## src/rtl/ripple_count_sched.sv

```systemverilog
// ripple_count_sched: round-robin scheduler sharing one windowed event counter among NREQ requesters.
// Optional saturating counter via RIPPLE_SCHED_SAT_EN (default: wrapping counter, sticky overflow). Rev 1.0
`default_nettype none

module ripple_count_sched #(
  parameter int NREQ = 4,
  parameter int CW   = 4,
  parameter int LW   = 8,
  parameter int IDW  = $clog2(NREQ)
) (
  input  logic            clk,
  input  logic            rstn,
  input  logic [NREQ-1:0] req,
  input  logic [LW-1:0]   win_len,
  input  logic [NREQ-1:0] evt,
  output logic [NREQ-1:0] gnt,
  output logic            busy,
  output logic            res_vld,
  output logic [IDW-1:0]  res_id,
  output logic [CW-1:0]   res_cnt,
  output logic            res_ovf
);

  typedef enum logic [1:0] {
    S_IDLE   = 2'd0,
    S_COUNT  = 2'd1,
    S_REPORT = 2'd2
  } state_t;

  localparam logic [CW-1:0] CNT_MAX = '1;

  state_t          state_q, state_d;
  logic [IDW-1:0]  ptr_q, ptr_d;
  logic [IDW-1:0]  id_q, id_d;
  logic [LW-1:0]   wcnt_q, wcnt_d;
  logic [CW-1:0]   cnt_q, cnt_d;
  logic            ovf_q, ovf_d;
  logic [IDW-1:0]  res_id_q, res_id_d;
  logic [CW-1:0]   res_cnt_q, res_cnt_d;
  logic            res_ovf_q, res_ovf_d;

  logic [IDW-1:0]  pick;
  logic [CW-1:0]   cnt_inc;
  logic            ovf_inc;

  // Scan downward so the lowest offset from ptr+1 is the one that sticks.
  function automatic logic [IDW-1:0] scan_next(input logic [IDW-1:0] ptr,
                                               input logic [NREQ-1:0] r);
    logic [IDW-1:0] sel;
    logic [IDW-1:0] idx;
    sel = ptr;
    for (int i = NREQ; i >= 1; i--) begin
      idx = IDW'((int'(ptr) + i) % NREQ);
      if (r[idx]) sel = idx;
    end
    return sel;
  endfunction

  assign pick = scan_next(ptr_q, req);

  always_comb begin
    cnt_inc = cnt_q;
    ovf_inc = 1'b0;
    if (evt[id_q]) begin
`ifdef RIPPLE_SCHED_SAT_EN
      if (cnt_q == CNT_MAX) ovf_inc = 1'b1;
      else                  cnt_inc = cnt_q + 1'b1;
`else
      cnt_inc = cnt_q + 1'b1;
      if (cnt_q == CNT_MAX) ovf_inc = 1'b1;
`endif
    end
  end

  always_comb begin
    state_d   = state_q;
    ptr_d     = ptr_q;
    id_d      = id_q;
    wcnt_d    = wcnt_q;
    cnt_d     = cnt_q;
    ovf_d     = ovf_q;
    res_id_d  = res_id_q;
    res_cnt_d = res_cnt_q;
    res_ovf_d = res_ovf_q;
    case (state_q)
      S_IDLE: begin
        if (|req) begin
          id_d   = pick;
          wcnt_d = win_len;
          cnt_d  = '0;
          ovf_d  = 1'b0;
          if (win_len != '0) begin
            state_d = S_COUNT;
          end else begin
            state_d   = S_REPORT;
            res_id_d  = pick;
            res_cnt_d = '0;
            res_ovf_d = 1'b0;
          end
        end
      end
      S_COUNT: begin
        if (!req[id_q]) begin
          state_d = S_IDLE;
          ptr_d   = id_q;
        end else begin
          cnt_d  = cnt_inc;
          ovf_d  = ovf_q | ovf_inc;
          wcnt_d = wcnt_q - 1'b1;
          if (wcnt_q == LW'(1)) begin
            state_d   = S_REPORT;
            res_id_d  = id_q;
            res_cnt_d = cnt_inc;
            res_ovf_d = ovf_q | ovf_inc;
          end
        end
      end
      S_REPORT: begin
        state_d = S_IDLE;
        ptr_d   = id_q;
      end
      default: state_d = S_IDLE;
    endcase
  end

  always_ff @(posedge clk) begin
    if (rstn) begin
      state_q   <= S_IDLE;
      ptr_q     <= IDW'(NREQ - 1);
      id_q      <= '0;
      wcnt_q    <= '0;
      cnt_q     <= '0;
      ovf_q     <= 1'b0;
      res_id_q  <= '0;
      res_cnt_q <= '0;
      res_ovf_q <= 1'b0;
    end else begin
      state_q   <= state_d;
      ptr_q     <= ptr_d;
      id_q      <= id_d;
      wcnt_q    <= wcnt_d;
      cnt_q     <= cnt_d;
      ovf_q     <= ovf_d;
      res_id_q  <= res_id_d;
      res_cnt_q <= res_cnt_d;
      res_ovf_q <= res_ovf_d;
    end
  end

  assign gnt     = (state_q == S_COUNT) ? (NREQ'(1) << id_q) : '0;
  assign busy    = (state_q != S_IDLE);
  assign res_vld = (state_q == S_REPORT);
  assign res_id  = res_id_q;
  assign res_cnt = res_cnt_q;
  assign res_ovf = res_ovf_q;

endmodule

`default_nettype wire

```

## config.mk

```make
export PLATFORM = sky130hd
export DESIGN_NAME = ripple_count_sched
export DESIGN_NICKNAME = d
export VERILOG_FILES = /design/src/rtl/ripple_count_sched.sv
export SDC_FILE = /design/constraint.sdc
export NUM_CORES = 1
export LEC_CHECK = 0
export CAP_MARGIN = 0
export CORE_MARGIN = 2
export CORE_UTILIZATION = 35
export DETAILED_ROUTE_END_ITERATION = 8
export PLACE_DENSITY = 0.59
export SETUP_SLACK_MARGIN = 0.02
export SLEW_MARGIN = 20
export SYNTH_ARGS = -nofsm -noshare
export SYNTH_HDL_FRONTEND = slang
export SYNTH_SLANG_ARGS = --single-unit
```

## constraint.sdc

```tcl
create_clock -name clk -period 3.65 [get_ports clk]
set_clock_uncertainty 0.2 [all_clocks]
set_input_delay 1.095 -clock clk [delete_from_list [all_inputs] [get_ports clk]]
set_output_delay 1.095 -clock clk [all_outputs]
set_load 0.01 [all_outputs]
```

[After elaboration in Yosys (flattened, before gate mapping)]
Index checks and enable logic that the tools add are counted.
W data, S select, Z words.
Word-level totals
  flip-flop bits (word level): 26
  bits of input ports: 18
  logic and storage cells: 94
Cells by class
  $add $sub $neg: 6
  magnitude comparators: 5
  equal/unequal tests: 10
  shift-type cells: 1
  muxes and demuxes: 51
  bitwise logic cells: 1
  reduce and logical (&&, ||, !) cells: 11
Operators by type and width (number)
  $mux W4: 8
  $mux W2: 13
  $mux W8: 2
  $pmux W4 S2: 2
  $pmux W8 S2: 1
  $lt A2 B3 Y1 const B: 5
  $mux W1: 14
  $bmux W1 S2: 6
  $pmux W2 S2: 3
  $ne A2 B2 Y1 const B: 5
  $eq A8 B1 Y1 const B: 1
  $reduce_bool A8 Y1: 1
  $sub A8 B1 Y8 const B: 1
  $reduce_and A2 Y1: 3
  $reduce_bool A2 Y1: 3
  $reduce_and A5 Y1: 1
  $add A2 B1 Y2 const B: 2
  $add A2 B2 Y2 const B: 2
  $add A4 B1 Y4 const B: 1
  $eq A4 B4 Y1 const B: 1
  $pmux W1 S2: 2
  $reduce_or A4 Y1: 1
  $shl A1 B2 Y4 const A: 1
  $ne A3 B3 Y1 const B: 1
  5 further kinds: 5

[Depth between registers and ports, before layout]
Gate-level depths: netlist (run 1).
  depth in word-level cells: 10
  gate-level depth with buffers: 7
  mapped depth without buffers: 6

[Worst setup path after synthesis (run 1)]
OpenSTA, ideal clock, no wires.
  path kind: input to register
  start point: in req[3]
  end point: reg res_id_q[0] (netlist: res_id[0])
  library setup time: 0.131 ns
  arrival time: 2.266 ns
  required time: 3.319 ns
  setup slack: 1.054 ns
  cell stages on the path: 6
  cells stage by stage: or4_4 -> a22oi_4 -> a221oi_2 -> buf_6 -> o211ai_1 -> a21oi_2
On the way
  longest elaborated chain between the ends: 9
RTL lines
  start: declaration: line 13  | input logic [NREQ-1:0] req,
  $bmux W1 S2: line 54  | if (r[idx]) sel = idx;
  $mux W1 (implied by the code): line 54
  $mux W2 (4 in a row): line 54
  $mux W2: line 92  | if (win_len != '0) begin
  $mux W2: line 87  | if (|req) begin
  $pmux W2 S2: line 85  | case (state_q)
  end signal: assignment: line 144  | res_id_q <= res_id_d;
  end: declaration: line 38  | logic [IDW-1:0] res_id_q, res_id_d;
Parallel ways exist; a longest one is shown, timed or not. The select of a mux whose other input is x is not followed.
A chain may end at the register's enable or synchronous reset.

[Final worst setup path (run 1)]
  start point: in req[3]
  end point: reg wcnt_q[7]
On the way
  longest elaborated chain between the ends: 4
RTL lines
  $bmux W1 S2: line 103  | if (!req[id_q]) begin
  $mux W1 (implied by the code): line 103
  $ne A2 B2 Y1 (no line)
  $reduce_and A3 Y1 (no line) (*)
  end signal: assignment: line 141  | wcnt_q <= wcnt_d;
  end: declaration: line 35  | logic [LW-1:0] wcnt_q, wcnt_d;
Mark *: on every way between the ends. The rest lies on a longest branch, timed or not. The select of a mux whose other input is x is not followed.

==> run metrics, run 1 <==
Tcrit/Tclk final=0.820; area leader, netlist=dfxtp_1; DRC errors left=0; Total GRT Usage=0.157; switching power=0.000356 W; Max Cap Viol=0; Initial Utilization=0.372; Gate power share=0.417; RSZ-0062 raised after global routing=no; Mapped Cells=185; antenna-violating nets left=0; row count=23; via count=1474; Pleak=0.703 nW; Synth top area share=0.342; GP Congestion=0.839; internal power=0.000579 W; # hold bufs at CTS=0; Worst Tran Pin Value=approximately 840 ps; crit-path max FO=7; wire per inst=between 10 and 15 um; CP max stage cell=nor3_1; delay-heaviest family, CP=simple AND/OR/NAND/NOR gates; CTS sink count=26; Final Util=0.463; synthesized area=1520 um^2; hold wc startpoint=res_id[0]; initial antenna violation count=0; #FFs+latches synth=26; IO Count=31; Die Span X=69.9 um; DRT iter0 DRCs=159; DR pass1 iterations=6; YS warnings=0; largest net degree at the start of global routing=24; total power=0.000936 W; Max transition margin=0.437; Worst Path Arrival=approximately 3000 ps; Sequential Power Share=0.407; Core Footprint=4090 um^2; I/O Buffers=30; top-count cell post-synth=dfxtp_1; most common library cells after synthesis=26 x dfxtp_1, 25 x nor2_1, 18 x a21oi_1; TNS Setup=0 ps; CP Capture Type=register; Layout area overhead=24.5%; max incr delay on CP=660 ps; layout cells sized above 1=0.0802; CTS buffer count=3; CTS clock-pin slew for the worst setup and hold paths=around 90 ps; status=completed; Final Max Tran Viols=0; via/cell ratio=5.63; clock root buffer=clkbuf_8; async set-reset flop share out of synthesis=0; CTS tree=done; Worst Setup Start Kind=input port; Syn Nets=roughly 210; synth unique cells=47; Post-CTS Setup Inserts=0; first-pass GRT wire length=about 6300 um; Nets=235; highest clock rate=334 MHz; Chip Height=69.9 um; H-tree Lvls=1; Synth Flop Type=dfxtp_1; post-detail-place hpwl=2730 um; clk buf depth=2; WP buf/inv=1; Clk pwr share=0.176; Final min period=roughly 3000 ps; final WL=around 3800 um; register area share after synthesis=0.342; endpoints failing setup=0; Worst VDD drop=0.229 mV; GRT Residual Overflow=0; full die area=slightly below 5000 um^2; CP Data Required Time=around 3700 ps; Reg-to-Reg Start=id_q[0]; vias in the first global route=1322; PD cells=494 nW/um^2; final hold vios=0; ANT cells=0; largest cells by area after synthesis=dfxtp_1 34%, nor2_1 6.2%, a21oi_1 5.9%; crit path cell chain=clkdlybuf4s50_1, nor4_1, nor3_1, or2_2, nand4_1, a31oi_1; WS Path Type=in -> reg; CP startpoint=req[3]; Clock Latency Late Sink=~270 ps; Post-synth EDFFs=0; post_cts resized=0; Tightest Hold Check Type=reg -> reg; Synth Area per Inst=8.22 um^2; switching power share of the total=0.381
-- cell usage in the layout (no fill, tap or decap), types with 2 or more instances in the layout --
master and count:
o21ai_0 6, inv_1 7, a31oi_1 4, nor3_1 10, dfxtp_1 26, mux4_2 2, nand2b_1 6, buf_4 5
nor3b_1 2, nand4_1 4, nor4_1 6, o211ai_1 2, nand2_1 13, mux2i_1 8, o21bai_1 2, a21oi_1 18
a211oi_1 4, nand3_1 2, clkdlybuf4s50_1 30, nor2_1 25, clkbuf_8 3, ha_1 3
-- worst register-to-register path, delay by kind of cell (launching register included) --
family | cells | cell delay [ps]
mux | 1 | 650
flops | 1 | 580
compound gates | 3 | 410
buf+inv | 1 | 270
simple gates | 1 | 80
-- path summary, 6_finish.rpt --
kind	to	slack, ps	depth (start not counted)
max	wcnt_q[7]	660	6
min	res_id[0]	280	2
max reg2reg	wcnt_q[2]	1410	6
min reg2reg	res_id[0]	280	2
-- per-stage QoR --
stage / cells / setup WS, ps / area [um^2] / hold WS, ps
final: 262 / 656 / 1890 / 283
after floorplan: 185 / 1050 / 1520 / 257
after CTS: 262 / 685 / 1890 / 289
after detailed placement: 259 / 381 / 1850 / 275
after global routing: 262 / 440 / 1890 / 307
after global placement: 259 / 400 / 1850 / 266
-- power by group through the flow --
stage / Sequential [W] / Clock, W / Combinational (W)
final: 0.000381 / 0.000165 / 0.000390
after global routing: 0.000388 / 0.000187 / 0.000429
after CTS: 0.000379 / 0.000178 / 0.000390
after detailed placement: 0.000386 / 0 / 0.000388
after global placement: 0.000384 / 0 / 0.000383
after floorplan: 0.000362 / 0 / 0.000304
-- sequential cells by signal (all words and copies together), names as in the netlist --
signal,count
cnt_q,4
res_id,2
res_cnt,4
ptr_q,2
ovf_q,1
res_ovf,1
wcnt_q,8
id_q,2
state_q,2
-- layer usage --
| layer | up-vias | wire length, um | track usage |
|---|---|---|---|
| met5 | - | 0 | 0 |
| met4 | 0 | 25 | 0.0385 |
| met1 | 696 | 1740 | 0.204 |
| li1 | 723 | - | - |
| met3 | 4 | 228 | 0.0433 |
| met2 | 51 | 1770 | 0.257 |
-- area by class of cell --
class                      count  area (um^2)
timing repair buffer          35          338
clock buffer                   3         41.3
sequential                    26          520
multi-input combinational    141          905
tap                           50         62.6
inverter                       7         26.3
fill                         420         2190
-- cell families after synthesis --
kind of cell               after synthesis  share of synthesized area
AOI/OAI and AO/OA                       47                      0.210
xor gates and xnor gates                 2                     0.0115
adders and majority gates                3                     0.0247
buffers and inverters                   18                     0.0626
DFF                                     26                      0.342
muxes                                   10                     0.0823
and+or+nand+nor                         79                      0.267
Power figures use the tool's default switching activity.
==> run 2, diff against run 1 <==
==> constraint.sdc (replaced) <==
create_clock -name clk -period 2.9 [get_ports clk]
set_clock_uncertainty 0.2 [all_clocks]
set_input_delay 0.87 -clock clk [delete_from_list [all_inputs] [get_ports clk]]
set_output_delay 0.87 -clock clk [all_outputs]
set_load 0.01 [all_outputs]
==> run 2 against run 1 <==
- count of clock-buffer cells in the layout increased by 1
- worst hold slack worse by 5.1 ps
- critical path type is now reg -> out
- critical endpoint is now gnt[2]
- sequential share of layout area down 1.5 points
- cell area is 5.9% higher
- via count increased by 2.2%
- wire length is 1.6% higher
- final cell count is 5.3% higher
- core utilization rose by 2.7 points
- power grew 33%
- flip-flop and latch count is the same
- largest cell class unchanged
==> run metrics, run 2 (synthesized netlist as in run 1, its figures left out) <==
Max transition margin=0.445 (+0.00804); Worst Tran Pin Value=824 ps (-13.2 ps); Layout area overhead=31.9%; DR pass1 iterations=4 (-2); DP Cell Count=272 (+5.0%); H-tree Lvls=1 (unchanged); delay-heaviest family, CP=buffers and inverters; CP Data Required Time=1830 ps (-1820 ps); Fillers=414 (-1.4%); switching power=0.000458 W (+29%); CTS buffer count=3 (unchanged); CTS clock-pin slew for the worst setup and hold paths=90 ps (about the same); IO Count=31 (unchanged); first-pass GRT wire length=6710 um (+7.3%); # hold bufs at CTS=0 (unchanged); via count=1507 (+2.2%); GP Congestion=0.770 (-8.2%); wire per inst=13.9 um (-3.5%); WP buf/inv=1 (unchanged); most common cell after layout, fill and taps aside=clkdlybuf4s50_1; Worst Path Arrival=1630 ps (-1370 ps); Max Cap Viol=0 (unchanged); row count=23 (unchanged); FF+latch area=520 um^2 (unchanged); ANT cells=0 (unchanged); largest net degree at the start of global routing=24 (unchanged); PD cells=619 nW/um^2 (+25%); Clk pwr share=0.193 (+0.017); CTS sink count=26 (unchanged); CP Capture Type=output pin; via/cell ratio=5.46 (-2.9%); final hold vios=0 (unchanged); status=completed; Placement Setup Slack=-79.7 ps (-461 ps); antenna-violating nets left=0 (unchanged); crit-path max FO=7 (unchanged); DRT iter0 DRCs=124 (-22%); DRC errors left=0 (unchanged); Total GRT Usage=0.166 (+0.00888); Tightest Hold Check Type=reg -> reg; Core Footprint=4090 um^2 (unchanged); max incr delay on CP=560 ps (-100 ps); Chip Height=69.9 um (unchanged); reg2reg setup slack=690 ps (-720 ps); final WL=3830 um (+1.6%); internal power=0.000782 W (+35%); Reg-to-Reg Start=id_q[0]; post-detail-place hpwl=2870 um (+5.3%); WHS Endpoint=res_cnt[3]; Nets=248 (+5.5%); WS Path Type=reg -> out; RSZ-0062 raised after global routing=no; post_cts resized=0 (unchanged); initial antenna violation count=0 (unchanged); Die Span X=69.9 um (unchanged); most frequent cells in the layout=30 x clkdlybuf4s50_1, 26 x dfxtp_1, 25 x nor2_1, 18 x a21oi_1, 18 x buf_4; hold wc startpoint=res_cnt[3]; Gate power share=0.422 (+0.005); Reg2Reg Depth=6 (unchanged); full die area=4890 um^2 (unchanged); Largest register FFs=8 (unchanged); Largest Register=wcnt_q; Reg-to-Reg End=wcnt_q[1]; Initial Utilization=0.372 (unchanged); vias in the first global route=1463 (+11%); Final Max Tran Viols=0 (unchanged); Tcrit/Tclk final=0.932; CP max stage cell=clkdlybuf4s50_1; layout cells sized above 1=0.137 (+0.0570); Worst Setup Start Kind=register; Final min period=2700 ps; Sequential Power Share=0.385 (-0.022); Pleak=0.773 nW (+10%); fin cells=276 (+5.3%); clk buf depth=2 (unchanged); clock root buffer=clkbuf_8; CTS tree=done; Post-CTS Setup Inserts=0 (unchanged); setup ws final=196 ps (-459 ps); switching power share of the total=0.369 (-0.0112); hold depth=2 (unchanged); area of the multi-input gates=905 um^2 (unchanged); Worst VDD drop=0.338 mV (+48%); GRT Residual Overflow=0 (unchanged); highest clock rate=~370 MHz; crit path cell chain=nand2b_1, nor3b_1, clkdlybuf4s50_1; I/O Buffers=30 (unchanged); Clock Latency Late Sink=280 ps (about the same); endpoints failing setup=0 (unchanged)
run 2: cell types whose count changed in the layout (fill, tap and decap cells not counted):
cell,change
buf_4,+13
clkbuf_8,+1
run 2: worst max-delay path by stage:
stage	start	to	slack, ps	depth (start not counted)
final	state_q[0]	gnt[2]	200	3
after global routing	state_q[0]	gnt[2]	40	3
after CTS	state_q[0]	gnt[2]	180	3
after detailed placement	win_len[6]	res_cnt[1]	-80	7
after global placement	win_len[6]	res_cnt[0]	-30	7
after floorplan	req[3]	res_id[0]	530	6
run 2: layout make-up:
| type | count | area share |
|---|---|---|
| clock buffers | 4 | 0.0275 |
| inverters | 7 | 0.0131 |
| multi-input cells | 141 | 0.451 |
| flip-flops and latches | 26 | 0.260 |
| well taps | 50 | 0.0312 |
| repair buffers | 48 | 0.217 |
run 2: worst reg2reg max path, cell delays in order, from the launching register on:
cell and delay, ps:
dfxtp_1 580, mux4_2 610, a22oi_4 160, buf_4 270
a211oi_1 90, a21oi_1 130, nor2_1 60
run 2: power groups by stage:
stage / combinational [W] / sequential (W) / clock, W
floorplan: 0.000383 / 0.000455 / 0
global placement: 0.000509 / 0.000482 / 0
detailed placement: 0.000521 / 0.000484 / 0
CTS: 0.000523 / 0.000476 / 0.000248
global route: 0.000580 / 0.000489 / 0.000259
finish: 0.000524 / 0.000477 / 0.000239
run 2: layer usage:
layer / share of wire / track usage / up-vias
met4: 0.0060 / 0.0256 / 0
li1: - / - / 751
met2: 0.50 / 0.280 / 33
met1: 0.45 / 0.216 / 719
met5: 0 / 0 / -
met3: 0.045 / 0.0433 / 4
run 2: metrics by stage:
step / cell area (um^2) / hold WS [ps] / total power (W) / utilization / setup TNS [ps]
floorplan: 1520 / 257 / 0.000838 / - / 0
global placement: 1950 / 262 / 0.000991 / 0.477 / -96.4
detailed placement: 1950 / 266 / 0.00101 / 0.477 / -695
CTS: 2000 / 282 / 0.00125 / 0.491 / 0
global route: 2000 / 306 / 0.00133 / 0.491 / 0
finish: 2000 / 278 / 0.00124 / 0.491 / 0
